$ cat src/rtl/note_scroller_if.sv
// Bus bundle between the note scroller and its environment: run control, note/button inputs,
// the visible field and the judgement pulses/counters.
interface note_scroller_if #(
  parameter int LANES = 4,
  parameter int ROWS  = 10,
  parameter int CNT_W = 16
);
  logic                     start;
  logic [1:0]               speed;
  logic [LANES-1:0]         data;
  logic [LANES-1:0]         buttons;
  logic [LANES*ROWS-1:0]    out;
  logic [LANES-1:0]         check;
  logic                     shift_tick;
  logic                     hit;
  logic [LANES-1:0]         hit_lane;
  logic                     miss;
  logic [LANES-1:0]         miss_lane;
  logic                     wrong;
  logic [CNT_W-1:0]         hit_count;
  logic [CNT_W-1:0]         miss_count;

  modport master (
    output start, speed, data, buttons,
    input  out, check, shift_tick, hit, hit_lane, miss, miss_lane, wrong, hit_count, miss_count
  );

  modport slave (
    input  start, speed, data, buttons,
    output out, check, shift_tick, hit, hit_lane, miss, miss_lane, wrong, hit_count, miss_count
  );
endinterface

$ cat src/rtl/note_scroller.sv
// Scrolls a LANES x ROWS note field one row per programmable tick and judges button
// presses against the bottom row, producing hit/miss/wrong pulses and saturating counters.
module note_scroller #(
  parameter int LANES    = 4,
  parameter int ROWS     = 10,
  parameter int TICK_DIV = 35000000,
  parameter int CNT_W    = 16
) (
  input logic           clk,
  input logic           reset,
  note_scroller_if.slave io
);
  localparam int FW = LANES * ROWS;
  localparam int TW = $clog2(TICK_DIV + 1);
  localparam logic [CNT_W-1:0] CNT_MAX = '1;

  typedef enum logic [1:0] {IDLE, RUN, PAUSE} state_e;

  state_e           state_q, state_d;
  logic [TW-1:0]    cnt_q, cnt_d;
  logic [FW-1:0]    field_q, field_d;
  logic [LANES-1:0] btn_q;
  logic             shift_q, shift_d;
  logic             hit_q, hit_d;
  logic [LANES-1:0] hit_lane_q, hit_lane_d;
  logic             miss_q, miss_d;
  logic [LANES-1:0] miss_lane_q, miss_lane_d;
  logic             wrong_q, wrong_d;
  logic [CNT_W-1:0] hit_count_q, hit_count_d;
  logic [CNT_W-1:0] miss_count_q, miss_count_d;

  logic [TW-1:0]    period;
  logic [LANES-1:0] press, row0, h, w, m;
  logic             active, tick;

  // Sum is kept 4 bits wider so even tiny CNT_W cannot wrap before the clamp.
  function automatic logic [CNT_W-1:0] sat_add(input logic [CNT_W-1:0] a,
                                               input logic [LANES-1:0] v);
    logic [CNT_W+3:0] s;
    s = {4'b0, a} + (CNT_W+4)'($countones(v));
    return (s > {4'b0, CNT_MAX}) ? CNT_MAX : s[CNT_W-1:0];
  endfunction

  assign row0   = field_q[LANES-1:0];
  assign press  = io.buttons & ~btn_q;
  assign h      = press & row0;
  assign w      = press & ~row0;
  assign period = TW'(TICK_DIV >> io.speed);
  assign active = (state_q == RUN) && io.start;
  assign tick   = active && (cnt_q >= period - TW'(1));

  always_comb begin
    state_d      = state_q;
    cnt_d        = cnt_q;
    field_d      = field_q;
    shift_d      = 1'b0;
    hit_d        = 1'b0;
    hit_lane_d   = '0;
    miss_d       = 1'b0;
    miss_lane_d  = '0;
    wrong_d      = 1'b0;
    hit_count_d  = hit_count_q;
    miss_count_d = miss_count_q;
    m            = '0;

    case (state_q)
      IDLE:    if (io.start)  state_d = RUN;
      RUN:     if (!io.start) state_d = PAUSE;
      PAUSE:   if (io.start)  state_d = RUN;
      default: state_d = IDLE;
    endcase

    if (active) begin
      hit_d       = |h;
      hit_lane_d  = h;
      wrong_d     = |w;
      hit_count_d = sat_add(hit_count_q, h);
      // On a tick the judged row leaves the field, so unstruck notes become misses.
      if (tick) begin
        m            = row0 & ~press;
        field_d      = {io.data, field_q[FW-1:LANES]};
        cnt_d        = '0;
        shift_d      = 1'b1;
        miss_d       = |m;
        miss_lane_d  = m;
        miss_count_d = sat_add(miss_count_q, m);
      end else begin
        field_d[LANES-1:0] = row0 & ~h;
        cnt_d              = cnt_q + TW'(1);
      end
    end
  end

  always_ff @(posedge clk) begin
    if (reset) begin
      state_q      <= IDLE;
      cnt_q        <= '0;
      field_q      <= '0;
      btn_q        <= io.buttons;
      shift_q      <= 1'b0;
      hit_q        <= 1'b0;
      hit_lane_q   <= '0;
      miss_q       <= 1'b0;
      miss_lane_q  <= '0;
      wrong_q      <= 1'b0;
      hit_count_q  <= '0;
      miss_count_q <= '0;
    end else begin
      state_q      <= state_d;
      cnt_q        <= cnt_d;
      field_q      <= field_d;
      btn_q        <= io.buttons;
      shift_q      <= shift_d;
      hit_q        <= hit_d;
      hit_lane_q   <= hit_lane_d;
      miss_q       <= miss_d;
      miss_lane_q  <= miss_lane_d;
      wrong_q      <= wrong_d;
      hit_count_q  <= hit_count_d;
      miss_count_q <= miss_count_d;
    end
  end

  assign io.out        = field_q;
  assign io.check      = field_q[LANES-1:0];
  assign io.shift_tick = shift_q;
  assign io.hit        = hit_q;
  assign io.hit_lane   = hit_lane_q;
  assign io.miss       = miss_q;
  assign io.miss_lane  = miss_lane_q;
  assign io.wrong      = wrong_q;
  assign io.hit_count  = hit_count_q;
  assign io.miss_count = miss_count_q;
endmodule

$ cat src/flat_wrapper.sv
// flat-port wrapper written by rule: the top's interface ports become plain ports
module note_scroller_flat 
#(
  parameter int LANES    = 4,
  parameter int ROWS     = 10,
  parameter int TICK_DIV = 35000000,
  parameter int CNT_W    = 16
)
  (clk, reset, io_start, io_speed, io_data, io_buttons, io_out, io_check, io_shift_tick, io_hit, io_hit_lane, io_miss, io_miss_lane, io_wrong, io_hit_count, io_miss_count);
  note_scroller_if #(.LANES(LANES), .ROWS(ROWS), .CNT_W(CNT_W)) io_i ();
  input logic clk;
  input logic reset;
  input wire logic [$bits(io_i.start)-1:0] io_start;
  input wire logic [$bits(io_i.speed)-1:0] io_speed;
  input wire logic [$bits(io_i.data)-1:0] io_data;
  input wire logic [$bits(io_i.buttons)-1:0] io_buttons;
  output wire logic [$bits(io_i.out)-1:0] io_out;
  output wire logic [$bits(io_i.check)-1:0] io_check;
  output wire logic [$bits(io_i.shift_tick)-1:0] io_shift_tick;
  output wire logic [$bits(io_i.hit)-1:0] io_hit;
  output wire logic [$bits(io_i.hit_lane)-1:0] io_hit_lane;
  output wire logic [$bits(io_i.miss)-1:0] io_miss;
  output wire logic [$bits(io_i.miss_lane)-1:0] io_miss_lane;
  output wire logic [$bits(io_i.wrong)-1:0] io_wrong;
  output wire logic [$bits(io_i.hit_count)-1:0] io_hit_count;
  output wire logic [$bits(io_i.miss_count)-1:0] io_miss_count;
  assign io_i.start = io_start;
  assign io_i.speed = io_speed;
  assign io_i.data = io_data;
  assign io_i.buttons = io_buttons;
  assign io_out = io_i.out;
  assign io_check = io_i.check;
  assign io_shift_tick = io_i.shift_tick;
  assign io_hit = io_i.hit;
  assign io_hit_lane = io_i.hit_lane;
  assign io_miss = io_i.miss;
  assign io_miss_lane = io_i.miss_lane;
  assign io_wrong = io_i.wrong;
  assign io_hit_count = io_i.hit_count;
  assign io_miss_count = io_i.miss_count;
  note_scroller #(.LANES(LANES), .ROWS(ROWS), .TICK_DIV(TICK_DIV), .CNT_W(CNT_W)) u_core (.clk(clk), .reset(reset), .io(io_i));
endmodule
$ cat config.mk
export PLATFORM = sky130hd
export DESIGN_NAME = note_scroller_flat
export DESIGN_NICKNAME = d
export VERILOG_FILES = /design/src/rtl/note_scroller_if.sv /design/src/rtl/note_scroller.sv /design/src/flat_wrapper.sv
export SDC_FILE = /design/constraint.sdc
export NUM_CORES = 1
export LEC_CHECK = 0
export CAP_MARGIN = 20
export CORE_MARGIN = 4
export CORE_UTILIZATION = 25
export CTS_CLUSTER_SIZE = 30
export DETAILED_ROUTE_END_ITERATION = 6
export MAX_ROUTING_LAYER = met4
export PLACE_DENSITY = 0.55
export SYNTH_ARGS = -nofsm -noshare
export SYNTH_HDL_FRONTEND = slang
export SYNTH_SLANG_ARGS = --single-unit
$ cat constraint.sdc
create_clock -name clk -period 3.2 [get_ports clk]
set_clock_uncertainty 0.1 [all_clocks]
set_input_delay 0.64 -clock clk [delete_from_list [all_inputs] [get_ports clk]]
set_output_delay 0.64 -clock clk [all_outputs]
set_load 0.02 [all_outputs]
# ---- Word level (Yosys, flattened, before mapping)
# Index checks and enable logic that the tools add are counted.
dict set report word_totals {
  elab_cells 61
  in_bits 13
  reg_bits 116
  out_inout_bits 88
}
dict set report classes {
  n_reduce_logical 11
  shift 1
  order_cmp 3
  eq_ne 4
  n_mux 8
  bitwise 11
  add_sub_neg 10
}
# cell n
set ops {}
lappend ops {{adder 16 x 20 -> 20 bit} 2}
lappend ops {{adder 20 bit} 2}
lappend ops {{> comparator 20 x 16 -> 1 bit, second input constant} 2}
lappend ops {{two-way mux 16 bit} 2}
lappend ops {{adder 26 x 1 -> 26 bit, second input constant} 1}
lappend ops {{greater-or-equal comparator 26 bit} 1}
lappend ops {{two-way mux 26 bit} 1}
lappend ops {{right shift 26 x 2 -> 26 bit, first input constant} 1}
lappend ops {{subtractor 26 x 1 -> 26 bit, second input constant} 1}
lappend ops {{AND 4 bit} 5}
lappend ops {{NOT 4 bit} 4}
lappend ops {{OR reduction 4 bit} 3}
lappend ops {{adder 1 x 1 -> 2 bit} 4}
lappend ops {{two-way mux 2 bit} 2}
lappend ops {{two-way mux 4 bit} 1}
lappend ops {{one-hot mux 2 bit (2 select lines)} 1}
lappend ops {{AND reduction 2 bit} 2}
lappend ops {{OR reduction 2 bit} 2}
lappend ops {{OR reduction 3 bit} 1}
lappend ops {{== test 2 x 1 -> 1 bit, second input constant} 1}
lappend ops {{== test 2 bit, second input constant} 1}
lappend ops {{logical AND 1 bit} 2}
lappend ops {{logical NOT 2 bit} 1}
lappend ops {{inequality test 2 x 1 -> 1 bit, second input constant} 1}
lappend ops {{3 further kinds} 4}

# ---- Depth between registers and ports, before layout
# Gate-level depths: netlist of run 1.
dict set report logic_depth {
  ltp_word 9
  ltp_mapped 16
  ltp_nobuf 16
}

# ---- Worst setup path before layout of run 1
# Ideal clock, no wire load.
dict set report synth_path {
  kind {input to register}
  start {in io_speed[1]}
  end {reg u_core.field_q[11], in the netlist u_core.io.out[11]}
  slack_ns -0.174
  setup_time_ns 0.117
  required_ns 2.983
  arrival_ns 3.157
  n_path_buf 3
  cell_stages 15
  path_cell_list {inv_1 -> ha_1 -> inv_1 -> nor4_1 -> nand4_1 -> ha_1 -> and2_1 -> a221o_1 -> a21oi_1 -> and3_1 -> buf_6 -> nor3_4 -> buf_6 -> buf_6 -> a22o_1}
}
dict set report synth_between {
  elab_chain_cells 5
}
# element line_no
set synth_rtl {}
lappend synth_rtl {{start, declared} flat_wrapper.sv:14} ;# input wire logic [$bits(io_i.speed)-1:0] io_speed;
lappend synth_rtl {{right shift 26 x 2 -> 26 bit} note_scroller.sv:48} ;# assign period = TW'(TICK_DIV >> io.speed);
lappend synth_rtl {{subtractor 26 x 1 -> 26 bit} note_scroller.sv:50} ;# assign tick = active && (cnt_q >= period - TW'(1));
lappend synth_rtl {{greater-or-equal comparator 26 bit} note_scroller.sv:50}
lappend synth_rtl {{logical AND 1 bit} note_scroller.sv:50}
lappend synth_rtl {{AND reduction 2 bit (no line)} n/a}
lappend synth_rtl {{end signal, assigned} note_scroller.sv:111} ;# field_q <= field_d;
lappend synth_rtl {{end, declared} note_scroller.sv:21} ;# logic [FW-1:0] field_q, field_d;
# No other way between the ends.
# A chain may end at the register's enable or synchronous reset.

# ---- Worst setup path after layout of run 1
dict set report layout_path {
  start {in io_speed[1]}
  end {reg u_core.miss_count_q[14], in the netlist u_core.io.miss_count[14]}
}
dict set report layout_between {
  elab_chain_cells 5
}
# element line_no
set layout_rtl {}
lappend layout_rtl {{right shift 26 x 2 -> 26 bit} note_scroller.sv:48}
lappend layout_rtl {{subtractor 26 x 1 -> 26 bit} note_scroller.sv:50}
lappend layout_rtl {{greater-or-equal comparator 26 bit} note_scroller.sv:50}
lappend layout_rtl {{logical AND 1 bit} note_scroller.sv:50}
lappend layout_rtl {{AND reduction 2 bit (no line)} n/a}
lappend layout_rtl {{end signal, assigned} note_scroller.sv:120} ;# miss_count_q <= miss_count_d;
lappend layout_rtl {{end, declared} note_scroller.sv:30} ;# logic [CNT_W-1:0] miss_count_q, miss_count_d;
# No other way between the ends.

==> impl_metrics.py, run 1 <==
metrics = {
    "global_routing": {
        "grt_max_degree": 37,
        "grt_overflow_total": 0,
        "antenna_found_initial": 0,
        "grt_pass1_vias": 4582,
        "grt_pass1_wl_um": 23600,
        "track_usage": 0.124,
    },
    "run_status": {
        "outcome": "finished, final reports clean",
    },
    "floorplan": {
        "die_h_um": 156,
        "ioPinCount": 101,
        "initial_core_util": 0.258,
        "dieWidth_um": 156,
        "fp-row-count": 53,
        "core_um2": 21300,
        "dieArea_um2": 24400,
    },
    "timing": {
        "setup_viol": 0,
        "fmaxAchievable_ghz": 0.323,
        "slew_headroom": 0.591,
        "layout_worst_path_cycle_share": 0.966,
        "fin_crit_ns": 3.09,
        "drv_slew": 0,
        "tightest_slew_ns": 0.614,
        "tns_ns": 0,
        "finalHoldViolCount": 0,
    },
    "placement": {
        "portBuffers": 100,
        "place_hpwl_um": 10300,
        "gp_congestion": 0.802,
    },
    "setup_path": {
        "worstPathRequired_ns": 3.41,
        "worst-path-buf-inv": 4,
        "critPathTopFamily": "compound AO/OA/AOI/OAI gates",
        "cp.arrival_ns": 3.30,
        "start_kind": "input port",
        "r2r_slack_ns": 0.23,
        "crit_chain": "buf_6, inv_6, buf_4, ha_1, nor2_2, nand4_1, ha_1, and2_4, nand4_1, a311o_1, a31oi_4, buf_12, nand4_1, mux2_4",
        "critical_path.max_stage_delay_ns": 0.42,
        "critPathCaptureType": "flop",
        "timing.rr.start": "u_core.io.out[2]",
        "rr_worst_depth": 12,
        "path_common_cell": "nand4_1",
        "worstSetupPathType": "in2reg",
        "cp_max_fo": 8,
        "cp_slowest_cell": "a311o_1",
        "r2r-end": "u_core.io.hit_count[3]",
    },
    "drt": {
        "drt_first_pass_iters": 4,
        "drt_iter0_markers": 201,
        "wl_per_cell_um": 14.0,
        "drt-total-wl_um": 14500,
        "via_per_inst": 4.50,
        "ant_nets": 0,
        "post-route-drc-count": 0,
        "vias": 4655,
    },
    "yosys": {
        "synth_top_area_frac": 0.423,
        "synth_seq_cells": 116,
        "synth_nets": 643,
        "syn_avg_cell_area_um2": 9.44,
        "synth.largest_area_cell": "dfxtp_1",
        "synth.area.top_cells": "dfxtp_1 42%, ha_1 9.6%, a22o_1 5.7%",
        "async_reset_ff_frac": 0,
        "yosysSeqAreaShare": 0.423,
        "yosys_warnings": 0,
        "synth-edff-count": 0,
        "ys_types": 55,
        "syn_area_um2": 5490,
        "synthCells": 582,
        "synth-main-ff-cell": "dfxtp_1",
    },
    "hold_path": {
        "min-delay-path-class": "in2reg",
        "hold_path_end": "u_core.btn_q[0]",
        "hold_depth": 1,
        "min_from": "io_buttons[0]",
    },
    "cts": {
        "cts_root_buf": "clkbuf_16",
        "cts_buffers": 17,
        "cts_max_path_buffers": 2,
        "insertion_delay_ns": 0.42,
        "cts_sinks": 116,
        "cts_tree": "done",
        "clk_pin_slew_worst_paths_ns": 0.06,
        "cts-htree-levels": 4,
    },
    "power_and_ir_drop": {
        "p_leak_nw": 3.14,
        "vdd_drop_max_mv": 0.304,
        "p_per_area_nw_per_um2": 424,
    },
    "finish": {
        "utilization": 0.375,
        "final_nets": 808,
        "syn2layout_area_growth_pct": 45.4,
        "final_cell_mix": "116 x dfxtp_1, 93 x clkdlybuf4s50_1, 70 x buf_4, 51 x nor2_1, 40 x nand2_1",
        "drive_gt1_frac": 0.195,
        "diodes": 0,
        "mostFrequentLayoutCell": "dfxtp_1",
    },
    "flow_run": {
        "cap_violations": 0,
    },
}
what timing repair did:
action	4_1_cts	5_1_grt
hold buffers	0	0
gates cloned	1	0
buffers inserted	2	9
gates resized for setup	20	35
pin swaps	4	17
endpoints found under the setup margin	96	75
worst max-delay path by stage:
| stage | depth (start not counted) | slack, ns | startpoint | endpoint |
|---|---|---|---|---|
| 3_5_place_dp | 13 | -0.78 | io_speed[1] | u_core.io.miss_count[14] |
| 3_3_place_gp | 12 | -0.70 | io_speed[0] | u_core.io.miss_count[14] |
| 4_1_cts | 12 | 0.04 | io_speed[0] | u_core.io.miss_count[14] |
| 2_1_floorplan | 13 | 0.02 | io_speed[0] | u_core.io.out[11] |
| 5_1_grt | 15 | -0.01 | io_buttons[3] | u_core.io.miss_count[11] |
| 6_report | 14 | 0.11 | io_speed[1] | u_core.io.miss_count[14] |
sequential cells by signal, indices dropped and copies added, names as in the netlist:
register              cells
u_core.io.hit_count      16
u_core.state_q            2
u_core.io.hit_lane        4
u_core.btn_q              4
u_core.io.out            40
u_core.cnt_q             26
u_core.io.miss_lane       4
u_core.io.wrong           1
u_core.io.shift_tick      1
u_core.io.miss            1
u_core.io.hit             1
u_core.io.miss_count     16
cells by family after synthesis:
logic type,count (synthesis),synth area share
simple gates,195,0.181
compound gates,118,0.159
flops,116,0.423
buf+inv,66,0.0574
fa+ha+maj,48,0.118
xor+xnor,37,0.0590
mux,2,0.00387
area by class of cell:
type / instances / area, µm²
sequential: 116 / 2320
inverter: 34 / 135
timing repair buffer: 178 / 1670
fill: 2127 / 13300
multi-input combinational: 400 / 2960
clock inverter: 13 / 110
clock buffer: 19 / 443
tap: 275 / 344
synthesized netlist by cell type, types with 3 or more instances:
| cell type | n |
|---|---|
| a211oi_1 | 6 |
| a21o_1 | 3 |
| a21oi_1 | 36 |
| a22o_1 | 36 |
| a22oi_1 | 4 |
| a311oi_1 | 11 |
| and2_1 | 5 |
| and3_1 | 9 |
| and4_1 | 9 |
| buf_2 | 9 |
| buf_4 | 5 |
| buf_6 | 5 |
| clkbuf_1 | 11 |
| dfxtp_1 | 116 |
| fa_1 | 6 |
| ha_1 | 42 |
| inv_1 | 34 |
| nand2_1 | 43 |
| nand2b_1 | 5 |
| nand3_1 | 17 |
| nand3b_1 | 5 |
| nand4_1 | 14 |
| nor2_1 | 54 |
| nor3_1 | 13 |
| nor4_1 | 7 |
| o21ai_0 | 4 |
| xnor2_1 | 12 |
| xor2_1 | 25 |
layer usage:
layer | wire length, µm | global-route usage
met1 | 7200 | 0.170
met2 | 6220 | 0.170
met4 | 250 | 0.0417
met5 | 0 | -
met3 | 823 | 0.0442
report_power, final:
group / internal [mW] / switching (mW)
registers: 1.45 / 0.00517
clock network: 1.08 / 0.699
logic: 0.0702 / 0.0802
per-stage QoR:
step,hold slack (ns),power [mW],setup slack (ns),instance area [µm²],instances
after floorplan,0.349,1.56,0.0228,5500,582
after global placement,0.362,1.63,-0.702,7220,991
after detailed placement,0.372,1.63,-0.776,7220,991
after CTS,0.381,3.43,0.0388,7830,1026
after global routing,0.236,3.53,-0.0114,7990,1035
final,0.256,3.39,0.108,7990,1035
Note: power is estimated with default switching activity, not from simulation.
==> inputs of run 2 (changes only) <==
Settings changed: SKIP_LAST_GASP set to 1.
==> results of run 2 <==
The final DEF is identical to that of run 1; final timing and power are the same.
==> inputs of run 3 (changes only) <==
Settings changed: TNS_END_PERCENT set to 10.
==> run 3 against run 2 <==
Hold slack gained 0.011 ns. Critical endpoint unchanged. Combinational power is essentially flat. Utilization grew 0.10 points. Clock power is essentially flat. Cell area grew 0.27%. Cell count is the same. Sequential share of layout area shrank 0.077 points. Routed wire length grew 0.32%. Global-route usage is essentially flat.
==> impl_metrics.py, run 3 (synthesized netlist as in run 1, its figures left out) <==
metrics = {
    "run_status": {
        "outcome": "finished, final reports clean",
    },
    "drt": {
        "drt-met1-wl_um": 7120,
        "drt_iter0_markers": 211,
        "dr_wl_met3_um": 935,
        "ant_nets": 0,
        "via_per_inst": 4.51,
        "drt-total-wl_um": 14500,
        "vias": 4671,
        "drt_first_pass_iters": 5,
        "post-route-drc-count": 0,
        "wl_per_cell_um": 14.0,
        "top_layer": "met4",
        "dr_wl_met2_um": 6250,
    },
    "floorplan": {
        "initial_core_util": 0.258,
        "fp-row-count": 53,
        "ioPinCount": 101,
        "die_h_um": 156,
        "core_um2": 21300,
        "dieWidth_um": 156,
        "dieArea_um2": 24400,
    },
    "flow_run": {
        "cap_violations": 0,
    },
    "global_routing": {
        "antenna_found_initial": 0,
        "grt_overflow_total": 0,
        "grt_pass1_vias": 4582,
        "grt_max_degree": 37,
        "grt_pass1_wl_um": 23600,
        "track_usage": 0.125,
    },
    "hold_path": {
        "hold_path_end": "u_core.btn_q[2]",
        "hold_depth": 1,
        "min-delay-path-class": "in2reg",
        "min_from": "io_buttons[2]",
    },
    "setup_path": {
        "cp_slowest_cell": "a311o_1",
        "timing.rr.start": "u_core.io.out[2]",
        "cp.arrival_ns": 3.29,
        "critPathTopFamily": "compound AO/OA/AOI/OAI gates",
        "r2r_slack_ns": 0.24,
        "r2r-end": "u_core.io.hit_count[3]",
        "worstSetupPathType": "in2reg",
        "critPathCaptureType": "flop",
        "crit_chain": "buf_6, inv_6, buf_4, ha_1, nor2_2, nand4_1, ha_1, and2_4, nand4_1, a311o_1, a31oi_4, buf_12, nand4_1, mux2_4",
        "worst-path-buf-inv": 4,
        "worstPathRequired_ns": 3.41,
        "cp_max_fo": 8,
        "rr_worst_depth": 12,
        "critical_path.max_stage_delay_ns": 0.42,
        "start_kind": "input port",
        "path_common_cell": "nand4_1",
    },
    "cts": {
        "cts_max_path_buffers": 2,
        "insertion_delay_ns": 0.42,
        "cts_root_buf": "clkbuf_16",
        "cts_sinks": 116,
        "cts_tree": "done",
        "cts_buffers": 17,
        "cts-htree-levels": 4,
        "clk_pin_slew_worst_paths_ns": 0.06,
    },
    "finish": {
        "design_area_um2": 8010,
        "final_cell_mix": "116 x dfxtp_1, 93 x clkdlybuf4s50_1, 70 x buf_4, 51 x nor2_1, 40 x nand2_1",
        "mostFrequentLayoutCell": "dfxtp_1",
        "largest_reg_flops": 40,
        "diodes": 0,
        "utilization": 0.376,
        "syn2layout_area_growth_pct": 45.8,
        "drive_gt1_frac": 0.192,
        "final_nets": 808,
        "final_cell_count_no_fill": 1035,
    },
    "placement": {
        "dp.cells": 991,
        "place_hpwl_um": 10300,
        "portBuffers": 100,
        "gp_congestion": 0.802,
        "placed_area_um2": 7220,
        "dp_slack_ns": -0.776,
    },
    "timing": {
        "fin_crit_ns": 3.09,
        "setup_slack_ns": 0.115,
        "drv_slew": 0,
        "finalHoldViolCount": 0,
        "slew_headroom": 0.586,
        "hold_slack_ns": 0.267,
        "rsz0062_at_grt": "yes",
        "fmaxAchievable_ghz": 0.324,
        "tightest_slew_ns": 0.621,
        "setup_viol": 0,
        "tns_ns": 0,
        "layout_worst_path_cycle_share": 0.964,
    },
    "power_and_ir_drop": {
        "p_per_area_nw_per_um2": 423,
        "p_leak_nw": 3.17,
        "power_mw": 3.39,
        "vdd_drop_max_mv": 0.305,
    },
}
run 3: changes by cell type in the layout (fill, tap and decap cells not counted), sizes merged:
cell / previous run / this run
clkbuf: 22 / 20
clkdlybuf4s15: 0 / 1
dlymetal6s2s: 0 / 2
dlygate4sd2: 1 / 0
run 3: layer usage:
metal  up-vias  GRT usage
met4         0     0.0417
met5         -          -
met2       136      0.170
met1      2109      0.170
met3        13     0.0442
li1       2413          -
run 3: worst max-delay path by stage:
stage                       start                  endpoint  slack (ns)  cells after the start
floorplan             io_speed[0]         u_core.io.out[11]        0.02                     13
finish                io_speed[1]  u_core.io.miss_count[14]        0.11                     14
global route        io_buttons[1]  u_core.io.miss_count[11]       -0.03                     17
detailed placement    io_speed[1]  u_core.io.miss_count[14]       -0.78                     13
CTS                 io_buttons[0]  u_core.io.miss_count[11]       -0.05                     15
global placement      io_speed[0]  u_core.io.miss_count[14]       -0.70                     12
run 3: area by class of cell:
type / count / area [µm²]
Clock buffer: 19 / 443
Clock inverter: 13 / 110
Sequential cell: 116 / 2320
Inverter: 34 / 135
Multi-Input combinational cell: 400 / 2970
Timing Repair Buffer: 178 / 1690
Tap cell: 275 / 344
Fill cell: 2125 / 13300
run 3: repair_timing:
item                       4_1_cts  5_1_grt
hold buffers                     0        0
cloned                           1        0
pin swaps                        4       17
gates resized for setup         18       34
setup endpoints to repair       96       90
buffers inserted                 2        9
hold endpoints to repair         0        0
run 3: worst register-to-register path, stage by stage, from the launching register on:
cell,delay [ns]
dfxtp_1,0.45
nand3b_1,0.17
ha_1,0.31
inv_1,0.05
fa_1,0.38
inv_1,0.06
ha_1,0.17
a21oi_1,0.10
or4_1,0.51
buf_4,0.16
a21oi_1,0.13
nor2_1,0.05
a311oi_1,0.23
run 3: report_power, final:
part / switching [mW] / internal, mW / leakage (nW)
sequential: 0.00528 / 1.45 / 0.936
clock: 0.699 / 1.08 / 0.261
combinational: 0.0806 / 0.0712 / 1.97
total: 0.784 / 2.60 / 3.17
